File: config.mk
export PLATFORM = sky130hd
export DESIGN_NAME = mips_multicycle_control
export DESIGN_NICKNAME = d
export VERILOG_FILES = /design/src/rtl/mips_pkg.sv /design/src/rtl/mips_alu_decode.sv /design/src/rtl/mips_multicycle_control.sv
export SDC_FILE = /design/constraint.sdc
export NUM_CORES = 1
export LEC_CHECK = 0
export ABC_CLOCK_PERIOD_IN_PS = 2300
export CAP_MARGIN = 20
export CORE_MARGIN = 2
export CORE_UTILIZATION = 40
export CTS_CLUSTER_SIZE = 20
export DETAILED_ROUTE_END_ITERATION = 7
export PLACE_DENSITY = 0.66
export SETUP_SLACK_MARGIN = 0.3
export SLEW_MARGIN = 30
export SYNTH_ARGS = -nofsm -noshare
export SYNTH_HDL_FRONTEND = slang
export SYNTH_SLANG_ARGS = --single-unit
export TNS_END_PERCENT = 1
File: constraint.sdc
create_clock -name clock -period 2.3 [get_ports clock]
set_input_delay 0.46 -clock clock [delete_from_list [all_inputs] [get_ports clock]]
set_output_delay 0.46 -clock clock [all_outputs]
set_load 0.02 [all_outputs]
File: src/rtl/mips_pkg.sv
// Shared encodings for the MIPS control path: FSM states, opcodes, funct codes, ALU ops.
package mips_pkg;

    localparam logic [3:0] S_FETCH  = 4'd0;
    localparam logic [3:0] S_DECODE = 4'd1;
    localparam logic [3:0] S_EXEC_R = 4'd2;
    localparam logic [3:0] S_WB_R   = 4'd3;
    localparam logic [3:0] S_ADDR   = 4'd4;
    localparam logic [3:0] S_MEM_RD = 4'd5;
    localparam logic [3:0] S_MEM_WR = 4'd6;
    localparam logic [3:0] S_WB_LW  = 4'd7;
    localparam logic [3:0] S_BRANCH = 4'd8;
    localparam logic [3:0] S_TRAP   = 4'd9;

    localparam logic [5:0] OP_RTYPE = 6'b000000;
    localparam logic [5:0] OP_LW    = 6'b100011;
    localparam logic [5:0] OP_SW    = 6'b101011;
    localparam logic [5:0] OP_BEQ   = 6'b000100;

    localparam logic [5:0] FN_ADD = 6'b100000;
    localparam logic [5:0] FN_SUB = 6'b100010;
    localparam logic [5:0] FN_AND = 6'b100100;
    localparam logic [5:0] FN_OR  = 6'b100101;
    localparam logic [5:0] FN_SLT = 6'b101010;

    localparam logic [2:0] ALU_AND = 3'b000;
    localparam logic [2:0] ALU_OR  = 3'b001;
    localparam logic [2:0] ALU_ADD = 3'b010;
    localparam logic [2:0] ALU_SUB = 3'b110;
    localparam logic [2:0] ALU_SLT = 3'b111;

endpackage

File: src/rtl/mips_alu_decode.sv
// R-type funct to ALU operation decode; also used by the single-cycle control path.
module mips_alu_decode
    import mips_pkg::*;
(
    input  logic [5:0] funct,
    output logic [2:0] alu_op,
    output logic       legal
);

    always_comb begin
        alu_op = ALU_ADD;
        legal  = 1'b1;
        case (funct)
            FN_ADD:  alu_op = ALU_ADD;
            FN_SUB:  alu_op = ALU_SUB;
            FN_AND:  alu_op = ALU_AND;
            FN_OR:   alu_op = ALU_OR;
            FN_SLT:  alu_op = ALU_SLT;
            default: legal  = 1'b0;
        endcase
    end

endmodule

File: src/rtl/mips_multicycle_control.sv
// Multicycle MIPS sequencer: fetch/decode/execute/memory/writeback with ready handshakes,
// retired-instruction counter and sticky illegal/bus-error traps.
module mips_multicycle_control
    import mips_pkg::*;
#(
    parameter int CNT_W    = 32,
    parameter int MAX_WAIT = 15
)
(
    input  logic             clock,
    input  logic             reset,
    input  logic [5:0]       opcode,
    input  logic [5:0]       funct,
    input  logic             zero,
    input  logic             imem_ready,
    input  logic             dmem_ready,
    output logic             pc_write,
    output logic             ir_write,
    output logic             sig_reg_dst,
    output logic             sig_reg_write,
    output logic             sig_alu_src,
    output logic             sig_mem_read,
    output logic             sig_mem_write,
    output logic             sig_mem_to_reg,
    output logic             sig_pc_src,
    output logic [2:0]       alu_op,
    output logic [3:0]       state,
    output logic [CNT_W-1:0] retired,
    output logic             illegal,
    output logic             bus_error
);

    localparam int WAIT_W = 16;

    logic [3:0]        state_next;
    logic [WAIT_W-1:0] wait_cnt;
    logic [2:0]        funct_op;
    logic              funct_legal;
    logic              waiting;
    logic              timeout;
    logic              retire;
    logic              illegal_set;

    mips_alu_decode u_alu_decode (
        .funct  (funct),
        .alu_op (funct_op),
        .legal  (funct_legal)
    );

    always_comb begin
        waiting = 1'b0;
        case (state)
            S_FETCH:            waiting = !imem_ready;
            S_MEM_RD, S_MEM_WR: waiting = !dmem_ready;
            default:            waiting = 1'b0;
        endcase
    end

    // Trip on the edge where this wait cycle would bring the count to MAX_WAIT.
    assign timeout = (MAX_WAIT > 0) && waiting && (wait_cnt == WAIT_W'(MAX_WAIT - 1));

    always_comb begin
        state_next  = state;
        retire      = 1'b0;
        illegal_set = 1'b0;
        case (state)
            S_FETCH: if (imem_ready) state_next = S_DECODE;
            S_DECODE: begin
                if (opcode == OP_RTYPE && funct_legal) state_next = S_EXEC_R;
                else if (opcode == OP_LW || opcode == OP_SW) state_next = S_ADDR;
                else if (opcode == OP_BEQ) state_next = S_BRANCH;
                else begin
                    state_next  = S_TRAP;
                    illegal_set = 1'b1;
                end
            end
            S_EXEC_R: state_next = S_WB_R;
            S_WB_R: begin
                state_next = S_FETCH;
                retire     = 1'b1;
            end
            S_ADDR:   state_next = (opcode == OP_SW) ? S_MEM_WR : S_MEM_RD;
            S_MEM_RD: if (dmem_ready) state_next = S_WB_LW;
            S_WB_LW: begin
                state_next = S_FETCH;
                retire     = 1'b1;
            end
            S_MEM_WR: begin
                if (dmem_ready) begin
                    state_next = S_FETCH;
                    retire     = 1'b1;
                end
            end
            S_BRANCH: begin
                state_next = S_FETCH;
                retire     = 1'b1;
            end
            S_TRAP:   state_next = S_TRAP;
            default:  state_next = S_TRAP;
        endcase
        if (timeout) state_next = S_TRAP;
    end

    always_ff @(posedge clock) begin
        if (reset) begin
            state     <= S_FETCH;
            retired   <= '0;
            illegal   <= 1'b0;
            bus_error <= 1'b0;
            wait_cnt  <= '0;
        end else begin
            state <= state_next;
            if (retire)      retired   <= retired + CNT_W'(1);
            if (illegal_set) illegal   <= 1'b1;
            if (timeout)     bus_error <= 1'b1;
            if (state_next != state) wait_cnt <= '0;
            else if (waiting)        wait_cnt <= wait_cnt + WAIT_W'(1);
        end
    end

    always_comb begin
        pc_write       = 1'b0;
        ir_write       = 1'b0;
        sig_reg_dst    = 1'b0;
        sig_reg_write  = 1'b0;
        sig_alu_src    = 1'b0;
        sig_mem_read   = 1'b0;
        sig_mem_write  = 1'b0;
        sig_mem_to_reg = 1'b0;
        sig_pc_src     = 1'b0;
        alu_op         = ALU_ADD;
        case (state)
            S_FETCH: begin
                ir_write = imem_ready;
                pc_write = imem_ready;
            end
            S_EXEC_R: alu_op = funct_op;
            S_WB_R: begin
                sig_reg_write = 1'b1;
                sig_reg_dst   = 1'b1;
                alu_op        = funct_op;
            end
            S_ADDR: sig_alu_src = 1'b1;
            S_MEM_RD: begin
                sig_alu_src  = 1'b1;
                sig_mem_read = 1'b1;
            end
            S_MEM_WR: begin
                sig_alu_src   = 1'b1;
                sig_mem_write = 1'b1;
            end
            S_WB_LW: begin
                sig_reg_write  = 1'b1;
                sig_mem_to_reg = 1'b1;
            end
            S_BRANCH: begin
                alu_op     = ALU_SUB;
                pc_write   = zero;
                sig_pc_src = zero;
            end
            default: ;
        endcase
        // Reset aborts the current instruction before any write can land.
        if (reset) begin
            pc_write      = 1'b0;
            ir_write      = 1'b0;
            sig_reg_write = 1'b0;
            sig_mem_read  = 1'b0;
            sig_mem_write = 1'b0;
        end
    end

endmodule

==> reports/metrics.yaml <==
timing.clock.skew_ns: 0.01499
leakage_nw: 1.651
worstPathBufferInverterCount: 2
outcome: "finished clean"
final_min_period_over_clock_period_pct: 91.02
synth_area_per_cell_um2: 8.424
port_buffers: 66
gp_congestion: 0.8821
cts_tree: "built"
synth.cell_area_um2: 2932
global_route.overflow_total: 0
yosys-top-cells-area: "sky130_fd_sc_hd__dfxtp_1, sky130_fd_sc_hd__nor2_1, sky130_fd_sc_hd__xnor2_1"
drt_pass1_iterations: 4
initialDrtViolationCount: 75
synth-seq-area-share_pct: 36.88
antenna_found_initial: 0
timing.final.max_slew_violations: 0
timing.hold.worst.start: "bus_error"
dominantRegCellSynth: "sky130_fd_sc_hd__dfxtp_1"
clk_root_buffer_cell: "sky130_fd_sc_hd__clkbuf_8"
ir_drop_v: 0.0002898
dpl.hpwl_um: 5163
worst_ep_arrival_time_ns: 2.32
worst-slew-pin-transition_ns: 0.5106
clk_path_buf_depth: 2
netlist_instances: 348
coreArea_um2: 7176
drt-wirelength-per-cell_um: 13.30
route.detailed.vias_per_inst: 5.114
pin_count: 67
antenna_violating_nets_post_route: 0
rr_startpoint: "state[0]"
die_w_um: 89.61
timing.critical_path.cells: "clkdlybuf4s50_1 -> or4_4 -> a31oi_4 -> nand4_1 -> buf_4 -> and2_4 -> nor2b_1 -> nor2_1"
design_power_total_mw: 1.976
diodes: 0
cp_max_stage_delay_ns: 0.54
tritoncts.num_buffers: 5
clk_pin_slew_ns: 0.09
area.growth.synth_to_final_pct: 45.92
finalWorstPathRequiredPeriod_ns: 2.094
max_freq_mhz: 477.7
post_synth_num_cell_types: 55
final_layout_size_suffix_gt1_share_pct: 23.90
netlist.top_cell.by_area: "sky130_fd_sc_hd__dfxtp_1"
gr-usage-all-layers_pct: 18.25
synth_async_sr_flop_share_pct: 0
die-area_um2: 8030
critPathTopFamily: "simple AND/OR/NAND/NOR gates"
cts.sink_count: 54
critical_path.endpoint_type: "register"
timing.critical_path.required_ns: 2.53
grt_pass1_wl_um: 11710
worst_path_max_delay_cell: "sky130_fd_sc_hd__or4_4"
power.density_nw_per_um2: 461.9
drt_drc_violations_left: 0
synth_most_common_cell: "sky130_fd_sc_hd__nor2_1"
max_slew_headroom_pct: 65.70
timing.final.hold_violations: 0
max_cap_viol_count: 0
maximum_number_of_pins_on_one_net_before_global_route_repair: 33
synth.yosys.warnings: 0
report.final.setup_viol: 0
htreeDepth: 2
cp_max_fo: 4
insertion_delay_ns: 0.31
synthTopCellsByCount: "sky130_fd_sc_hd__nor2_1, sky130_fd_sc_hd__dfxtp_1, sky130_fd_sc_hd__xnor2_1"
layout.nets: 475
via_count_of_the_first_global_routing_pass: 2533
dpl-instance-area_um2: 3954
netlist.area_leader.share_pct: 36.88
critPathKind: "in2reg"
die_boundary_height_um: 89.61
syn_nets: 368
synth-edff-count: 0
finalInstanceArea_um2: 4278
vias: 2838
timing.hold.worst.class: "reg2reg"
setup.worst_path.start_class: "primary input"
synth-seq-cells: 54
setup_total_negative_slack_ns: 0
placement_rows: 31
start_util_pct: 40.85
critPathLaunch: "imem_ready"
grt_setup_unrepaired: "yes"
routed_wirelength_um: 7379
[final cells by class]
cell class	count	area, µm²
multi-input combinational	265	1853
clock inverter	2	38.79
sequential	54	1089
tap	99	123.9
clock buffer	6	82.58
timing repair buffer	115	1039
fill	636	2898
inverter	14	52.55
[routing by layer]
metal | wire length (µm) | part of all wire [%] | GRT usage [%] | vias to the layer above
li1 | - | - | - | 1427
met1 | 3276 | 44 | 24.00 | 1342
met2 | 3681 | 50 | 30.35 | 61
met3 | 336 | 4.6 | 4.022 | 8
met5 | 0 | 0 | 0 | -
met4 | 84 | 1.1 | 4.749 | 0
[cell families (layout without fill, tap and decap cells)]
kind of cell | Yosys count | in the layout | synth area share [%]
flops | 54 | 54 | 36.88
fa+ha+maj | 3 | 3 | 1.281
compound gates | 39 | 39 | 9.347
buf+inv | 29 | 137 | 4.823
simple gates | 181 | 181 | 35.04
mux | 2 | 2 | 0.6829
xor+xnor | 40 | 40 | 11.95
[path summary, 6_finish.rpt]
kind | endpoint | slack, ns | cells past startpoint
worst max-delay path | state[3] | 0.21 | 8
worst min-delay path | bus_error | 0.44 | 2
worst max register to register | retired[14] | 0.23 | 7
worst min register to register | bus_error | 0.44 | 2
[flip-flops by register name (all words and copies together) (netlist names)]
name       count
bus_error      1
illegal        1
retired       32
state          4
wait_cnt      16
[report_power, final]
part | switching, mW | internal [mW] | leakage [nW]
registers | 0.0157 | 0.949 | 0.438
clock network | 0.320 | 0.359 | 0.0618
logic | 0.169 | 0.164 | 1.15
total | 0.505 | 1.47 | 1.65
[worst min-delay path, delay by kind of cell (launching register included)]
kind            cells  cell delay [ns]
flops               1             0.32
compound gates      1             0.05
buf+inv             1             0.04
[layout by cell type, fill, tap and decap left out, drive strengths merged, types with 6 or more instances in the layout]
cell type / instances
nand4: 12
nor3: 18
clkbuf: 9
or3: 6
nand3: 15
inv: 15
and2: 7
xor2: 16
and4: 6
nand2: 20
xnor2: 24
a21oi: 12
buf: 53
dlymetal6s2s: 11
and3: 9
clkdlybuf4s50: 42
o21ai: 8
nor2: 58
dfxtp: 54
[through the flow]
step                instances  util, %  setup slack [ns]  hold WS, ns
finish                    555    59.62            0.2064       0.4430
global route              555    59.62            0.1320       0.4600
CTS                       547    56.70           0.08077       0.4473
detailed placement        539    55.10           -0.4858       0.4334
global placement          539    55.10           -0.4732       0.4358
floorplan                 348        -            0.2410       0.4716
[what timing repair did]
action / 4_1_cts / 5_1_grt
pin swaps: 0 / 17
hold buffers: 0 / 0
endpoints found under the setup margin: 43 / 53
setup buffers: 0 / 8
hold endpoints to repair: 0 / 0
resized for setup: 28 / 56
(Power assumes the default switching activity.)
